--- config.mk ---
export PLATFORM = sky130hd
export DESIGN_NAME = led_chaser
export DESIGN_NICKNAME = d
export VERILOG_FILES = /design/src/rtl/led_chaser.sv
export SDC_FILE = /design/constraint.sdc
export NUM_CORES = 1
export LEC_CHECK = 0
export ABC_AREA = 1
export BUFFER_PORTS_ARGS = -buffer_cell sky130_fd_sc_hd__buf_2
export CAP_MARGIN = 5
export CORE_MARGIN = 5
export CORE_UTILIZATION = 30
export CTS_BUF_LIST = sky130_fd_sc_hd__clkbuf_16
export DETAILED_ROUTE_END_ITERATION = 8
export SYNTH_ARGS = -nofsm -noshare
export SYNTH_HDL_FRONTEND = slang
export SYNTH_SLANG_ARGS = --single-unit
--- constraint.sdc ---
create_clock -name clk -period 3.8 [get_ports clk]
set_clock_uncertainty 0.15 [all_clocks]
set_input_delay 0.38 -clock clk [delete_from_list [all_inputs] [get_ports clk]]
set_output_delay 0.38 -clock clk [all_outputs]
set_load 0.005 [all_outputs]
--- src/rtl/led_chaser.sv ---
// Single-lit "flowing light" driver for a 4-LED bank. A prescaler emits a step
// every TICK_DIV clocks. On each step the lit LED rotates left or ping-pongs between the ends.
module led_chaser #(
  parameter int unsigned TICK_DIV  = 32'd12_500_000,
  parameter bit          PING_PONG = 1'b0
) (
  input  logic       clk,
  input  logic       rst_n,
  output logic [3:0] leds
);

  localparam int unsigned   CW   = (TICK_DIV <= 32'd1) ? 1 : $clog2(TICK_DIV);
  localparam logic [CW-1:0] LAST = CW'(TICK_DIV - 32'd1);

  typedef enum logic {
    DIR_LEFT  = 1'b0,
    DIR_RIGHT = 1'b1
  } dir_t;

  dir_t          dir;
  dir_t          next_dir;
  logic [CW-1:0] count;
  logic          step;
  logic          one_hot;
  logic [3:0]    next_leds;

  assign step    = (count == LAST);
  assign one_hot = (leds != 4'd0) && ((leds & (leds - 4'd1)) == 4'd0);

  // Any corrupted pattern falls back to the reset state on the next step.
  always_comb begin
    next_leds = 4'b0001;
    next_dir  = DIR_LEFT;
    if (one_hot) begin
      if (!PING_PONG) begin
        next_leds = {leds[2:0], leds[3]};
        next_dir  = DIR_LEFT;
      end else if (leds[0] || (dir == DIR_LEFT && !leds[3])) begin
        next_leds = leds << 1;
        next_dir  = next_leds[3] ? DIR_RIGHT : DIR_LEFT;
      end else begin
        next_leds = leds >> 1;
        next_dir  = next_leds[0] ? DIR_LEFT : DIR_RIGHT;
      end
    end
  end

  always_ff @(posedge clk or negedge rst_n) begin
    if (!rst_n) begin
      count <= '0;
      leds  <= 4'b0001;
      dir   <= DIR_LEFT;
    end else begin
      count <= step ? '0 : count + CW'(1);
      if (step) begin
        leds <= next_leds;
        dir  <= next_dir;
      end
    end
  end

endmodule

## After elaboration in Yosys (flattened, before gate mapping)

Cells that the tools add are included.

| word-level totals | value |
|---|---|
| register bits after elaboration | 28 |
| latch bits | 0 |
| memory bits (writable) | 0 |
| ROM bits | 0 |
| input bits | 2 |
| memories kept | 0 |

| operators by class | value |
|---|---|
| $add $sub $neg | 2 |
| multiply operators | 0 |
| divide/modulo/power cells | 0 |
| $lt $le $gt $ge | 0 |
| eq/ne operators | 1 |
| shift-type cells | 0 |
| multiplexer cells | 2 |
| bitwise logic cells | 1 |
| reductions and logical operators | 3 |

Operators with widths:

| cell | count |
|---|---|
| 24-bit by 1-bit adder with 24-bit output (second input constant) | 1 |
| 24-bit equality test (second input constant) | 1 |
| 24-bit two-way mux | 1 |
| 4-bit bitwise AND | 1 |
| 4-bit logical NOT | 1 |
| 4-bit two-way mux | 1 |
| 4-bit nonzero test | 1 |
| 4-bit by 1-bit subtractor with 4-bit output (second input constant) | 1 |
| 1-bit logical AND | 1 |

## Logic depth before layout (Yosys ltp)

| logic depth | value |
|---|---|
| depth in word-level cells | 5 |
| mapped depth | 9 |
| gate-level depth less buffers | 9 |

## Worst setup path after synthesis

Ideal clock, no wire load.

| path | value |
|---|---|
| path kind | register to register |
| start point | register count[0] |
| end point | register count[10] |
| setup time | 118 ps |
| data arrival time | 1,241 ps |
| slack | 2,290 ps |
| stages on the path, launching flop included | 9 |
| path buffers | 0 |
| clock period less this slack | 1,510 ps |
| path through | dfrtp_1 > ha_1 > nand2_1 > nor2_1 > inv_1 > nor2_1 > nand2_2 > inv_2 > nor2_1 |

| on the way | value |
|---|---|
| word-level cells in the longest chain between the ends | 2 |
| elaborated cells between the ends (all ways) | 3 |
| classes of those cells | 1 x add/sub; 1 x eq/ne; 1 x mux |

Ends and longest elaborated chain:

| element | RTL line | text |
|---|---|---|
| start, declared | 22 | `logic [CW-1:0] count;` |
| start signal, assigned | 54 | `count <= step ? '0 : count + CW'(1);` |
| 24-bit by 1-bit adder with 24-bit output or 24-bit equality test (tied branches) | 54, 27 |  |
| 24-bit two-way mux * | 54 |  |

Every way passes the cells marked *; elsewhere a longest branch is shown, timed or not.
A chain may end at the register's enable or synchronous reset.

## Final worst setup path

Ends and elaborated chain as after synthesis.

==> results.txt <==
----------------------------------------------------
[Synthesis]
  Fraction of post-synthesis cell area in the top cell type by area ... 40.2%
  Top cell type by total area after synthesis ... sky130_fd_sc_hd__dfrtp_1
  Average size of a mapped cell ... 6.73 um^2
  Number of distinct library cell variants in the gate-level netlist after synthesis ... 19
  Post-synth design cell area ... roughly 1700 um^2
  Register bit total from synthesis ... 28
  Sequential element share of the synthesized area ... 41.7%
  Yosys synthesis warning count ... 0
  Top post-synthesis cells by area ... sky130_fd_sc_hd__dfrtp_1, sky130_fd_sc_hd__nand2_1, sky130_fd_sc_hd__nor2_1, sky130_fd_sc_hd__inv_1, sky130_fd_sc_hd__nand3_1
  Post-synth net total ... around 250
  Synthesized instance count ... 250

[Critical path]
  Worst path required time ... 3.81 ns
  Maximum fanout count along the critical path ... 10
  Critical path start-end classification ... reg2reg
  Worst Reg2Reg Path Length in Cells ... 8
  CP startpoint kind ... flop
  Reg2reg setup slack ... 2.02 ns
  Critical path origin ... count[0]
  Arrival time at the worst endpoint ... 1.79 ns
  Worst R2R Start ... count[0]
  Capture point of the worst path ... count[10]
  Capture instance of the worst register-to-register path ... count[10]
  Sort of element at the end of the critical path ... flop

[Run]
  Count of maximum capacitance violations ... 0

[Placement]
  HPWL after detailed placement ... 2970 um
  Cells after DPL ... 327
  I/O Buffers ... 5
  GPL Wtd Cong ... 0.846

[Clock tree]
  CTS hold repair buffers ... 0
  Root buffer cell ... sky130_fd_sc_hd__clkbuf_16
  # H-tree levels ... 1
  Post-CTS Setup Inserts ... 0
  Clock tree from TritonCTS ... built
  Deepest clock path buffer count ... 2
  Clock Latency Late Sink ... 0.27 ns
  Clock-pin transition on the worst setup and hold timing paths ... about 0.07 ns
  Number of buffers created by CTS ... 3
  Num Clock Sinks ... 28
  Count of instances resized after the clock tree is built ... 0

[Drt]
  Routed wirelength normalized by instance count ... 11.5 um
  Final wirelength ... 3810 um
  Number of design rule violations left after detail routing ... 0
  Post-route antenna net violation count ... 0
  Via Count ... 1498
  DRC marker count from the first detailed-route iteration ... 107
  Mean number of vias per cell ... 4.53
  DR pass1 iterations ... 4

[Final layout]
  Fraction of layout cells with a size suffix above 1 ... about 7.3%
  Number of nets in the layout ... 263
  Non-Filler Instances ... about 330
  Relative area change from synthesis to final layout ... 13.1%
  Number of diodes added for antenna fixing ... 0

[Timing]
  Final min period ... 1.78 ns
  Final-report max-slew violation count ... 0
  Slew @ Worst Pin ... 0.625 ns
  Setup repair after global routing missed its margin ... false
  F_max ... 562 MHz
  Final hold slack ... -0.0279 ns
  Worst rel slew slack ... 58.3%
  Total negative slack ... 0 ns
  Final hold violations ... 27
  Setup Viol. Count Final ... 0
  Final period util ... 46.9%

[Global routing]
  Global Route Usage Sum ... 11.6%
  Number of global-route vias before repair ... between 1000 and 1500
  First-pass GRT wire length ... between 6000 and 7000 um
  Pin count of the biggest net entering global routing ... 29
  Overall overflow remaining after global route ... 0
  Initial antenna violation count ... 0

[Die]
  Die area ... 7200 um^2
  Die X-Extent ... between 80 and 90 um
  Area inside the core boundary ... 5470 um^2
  Number of rows in the core area ... 27
  Num ports ... 6
  Die height ... approximately 85 um
  Starting density of the core ... 30.7%

[Status]
  Violations in the final reports ... negative hold slack
  Run status ... finished with violations

[Pwr]
  Worst vdd ir ... 0.000152 V
  Leakage power figure ... 0.911 nW
  Power density over cell area ... 327 nW/um^2

[Worst hold path]
  Path category of the worst min-delay check ... in2async

----------------------------------------------------
cells in the mapped netlist:
cell / number
sky130_fd_sc_hd__nand2_4: 1
sky130_fd_sc_hd__nand2_1: 75
sky130_fd_sc_hd__ha_1: 1
sky130_fd_sc_hd__nor3_1: 2
sky130_fd_sc_hd__nor2_2: 1
sky130_fd_sc_hd__nand3_1: 16
sky130_fd_sc_hd__nor2_4: 3
sky130_fd_sc_hd__nand2_2: 3
sky130_fd_sc_hd__inv_1: 35
sky130_fd_sc_hd__nand4_1: 5
sky130_fd_sc_hd__dfstp_2: 1
sky130_fd_sc_hd__xor2_1: 7
sky130_fd_sc_hd__o21ai_1: 2
sky130_fd_sc_hd__nor2_1: 59
sky130_fd_sc_hd__o21ai_0: 7
sky130_fd_sc_hd__inv_2: 1
sky130_fd_sc_hd__a21oi_1: 1
sky130_fd_sc_hd__dfrtp_1: 27
sky130_fd_sc_hd__xnor2_1: 3
logic make-up after synthesis:
kind of cell    Yosys count  share of synthesized area, %
simple gates            165                          41.3
buf+inv                  36                          8.04
flops                    28                          41.7
compound gates           10                          2.98
xor+xnor                 10                          5.21
fa+ha+maj                 1                         0.744
flip-flops by register name (all words and copies together) (netlist names):
name	flops
leds	4
count	24
routing by layer:
layer	GRT usage (%)	wire length (um)
met3	1.46	137
met4	2.73	40
met1	16.0	1910
met5	0	0
met2	19.3	1720
worst min-delay path by stage:
stage                     start  endpoint  slack, ns  cells after the start
after floorplan           rst_n  count[0]      -0.07                      0
after CTS                 rst_n  count[8]      0.007                      1
after global routing      rst_n  count[9]       0.03                      1
after detailed placement  rst_n  count[8]       0.29                      1
after global placement    rst_n  count[7]       0.30                      1
final                     rst_n  count[9]      -0.03                      1
cell usage in the layout, fill, tap and decap left out:
cell	count
sky130_fd_sc_hd__clkbuf_16	3
sky130_fd_sc_hd__inv_1	35
sky130_fd_sc_hd__o21ai_0	7
sky130_fd_sc_hd__dfstp_2	1
sky130_fd_sc_hd__bufinv_16	1
sky130_fd_sc_hd__nor2_2	1
sky130_fd_sc_hd__nand2_2	3
sky130_fd_sc_hd__buf_2	5
sky130_fd_sc_hd__nor2_4	3
sky130_fd_sc_hd__xor2_1	7
sky130_fd_sc_hd__xnor2_1	3
sky130_fd_sc_hd__nand2_4	1
sky130_fd_sc_hd__a21oi_1	1
sky130_fd_sc_hd__dfrtp_1	27
sky130_fd_sc_hd__nand2_1	75
sky130_fd_sc_hd__nand3_1	16
sky130_fd_sc_hd__nor2_1	59
sky130_fd_sc_hd__nor3_1	2
sky130_fd_sc_hd__inv_2	1
sky130_fd_sc_hd__ha_1	1
sky130_fd_sc_hd__nand4_1	5
sky130_fd_sc_hd__o21ai_1	2
metrics by stage:
step                      utilization [%]  setup slack (ns)  power, mW  hold slack [ns]  instance area [um^2]
after detailed placement             32.8              2.04      0.310            0.293                  1800
after global placement               32.8              2.06      0.310            0.296                  1800
after global routing                 34.8              1.82      0.645           0.0305                  1900
after floorplan                         -              2.29      0.304          -0.0656                  1680
final                                34.8              2.02      0.622          -0.0279                  1900
after CTS                            34.8              2.01      0.628          0.00692                  1900
cell type report:
cell class / count / area [um^2]
Clock inverter: 1 / 30.0
Timing Repair Buffer: 5 / 25.0
Inverter: 36 / 135
Fill cell: 611 / 3570
Sequential cell: 28 / 702
Clock buffer: 3 / 75.1
Tap cell: 72 / 90.1
Multi-Input combinational cell: 186 / 845
worst max-delay path: stages, from the launching register on:
cell	delay (ns)
sky130_fd_sc_hd__dfrtp_1	0.39
sky130_fd_sc_hd__ha_1	0.24
sky130_fd_sc_hd__nand2_1	0.12
sky130_fd_sc_hd__nor2_1	0.16
sky130_fd_sc_hd__inv_1	0.09
sky130_fd_sc_hd__nor2_1	0.13
sky130_fd_sc_hd__nand2_2	0.18
sky130_fd_sc_hd__inv_2	0.15
sky130_fd_sc_hd__nor2_1	0.06
power breakdown:
part,switching (mW),internal [mW],total (mW)
combinational,0.00559,0.000368,0.00596
sequential,0,0.298,0.298
clock,0.109,0.210,0.319
total,0.114,0.508,0.622
No activity file was read; power rests on OpenSTA's default activity.
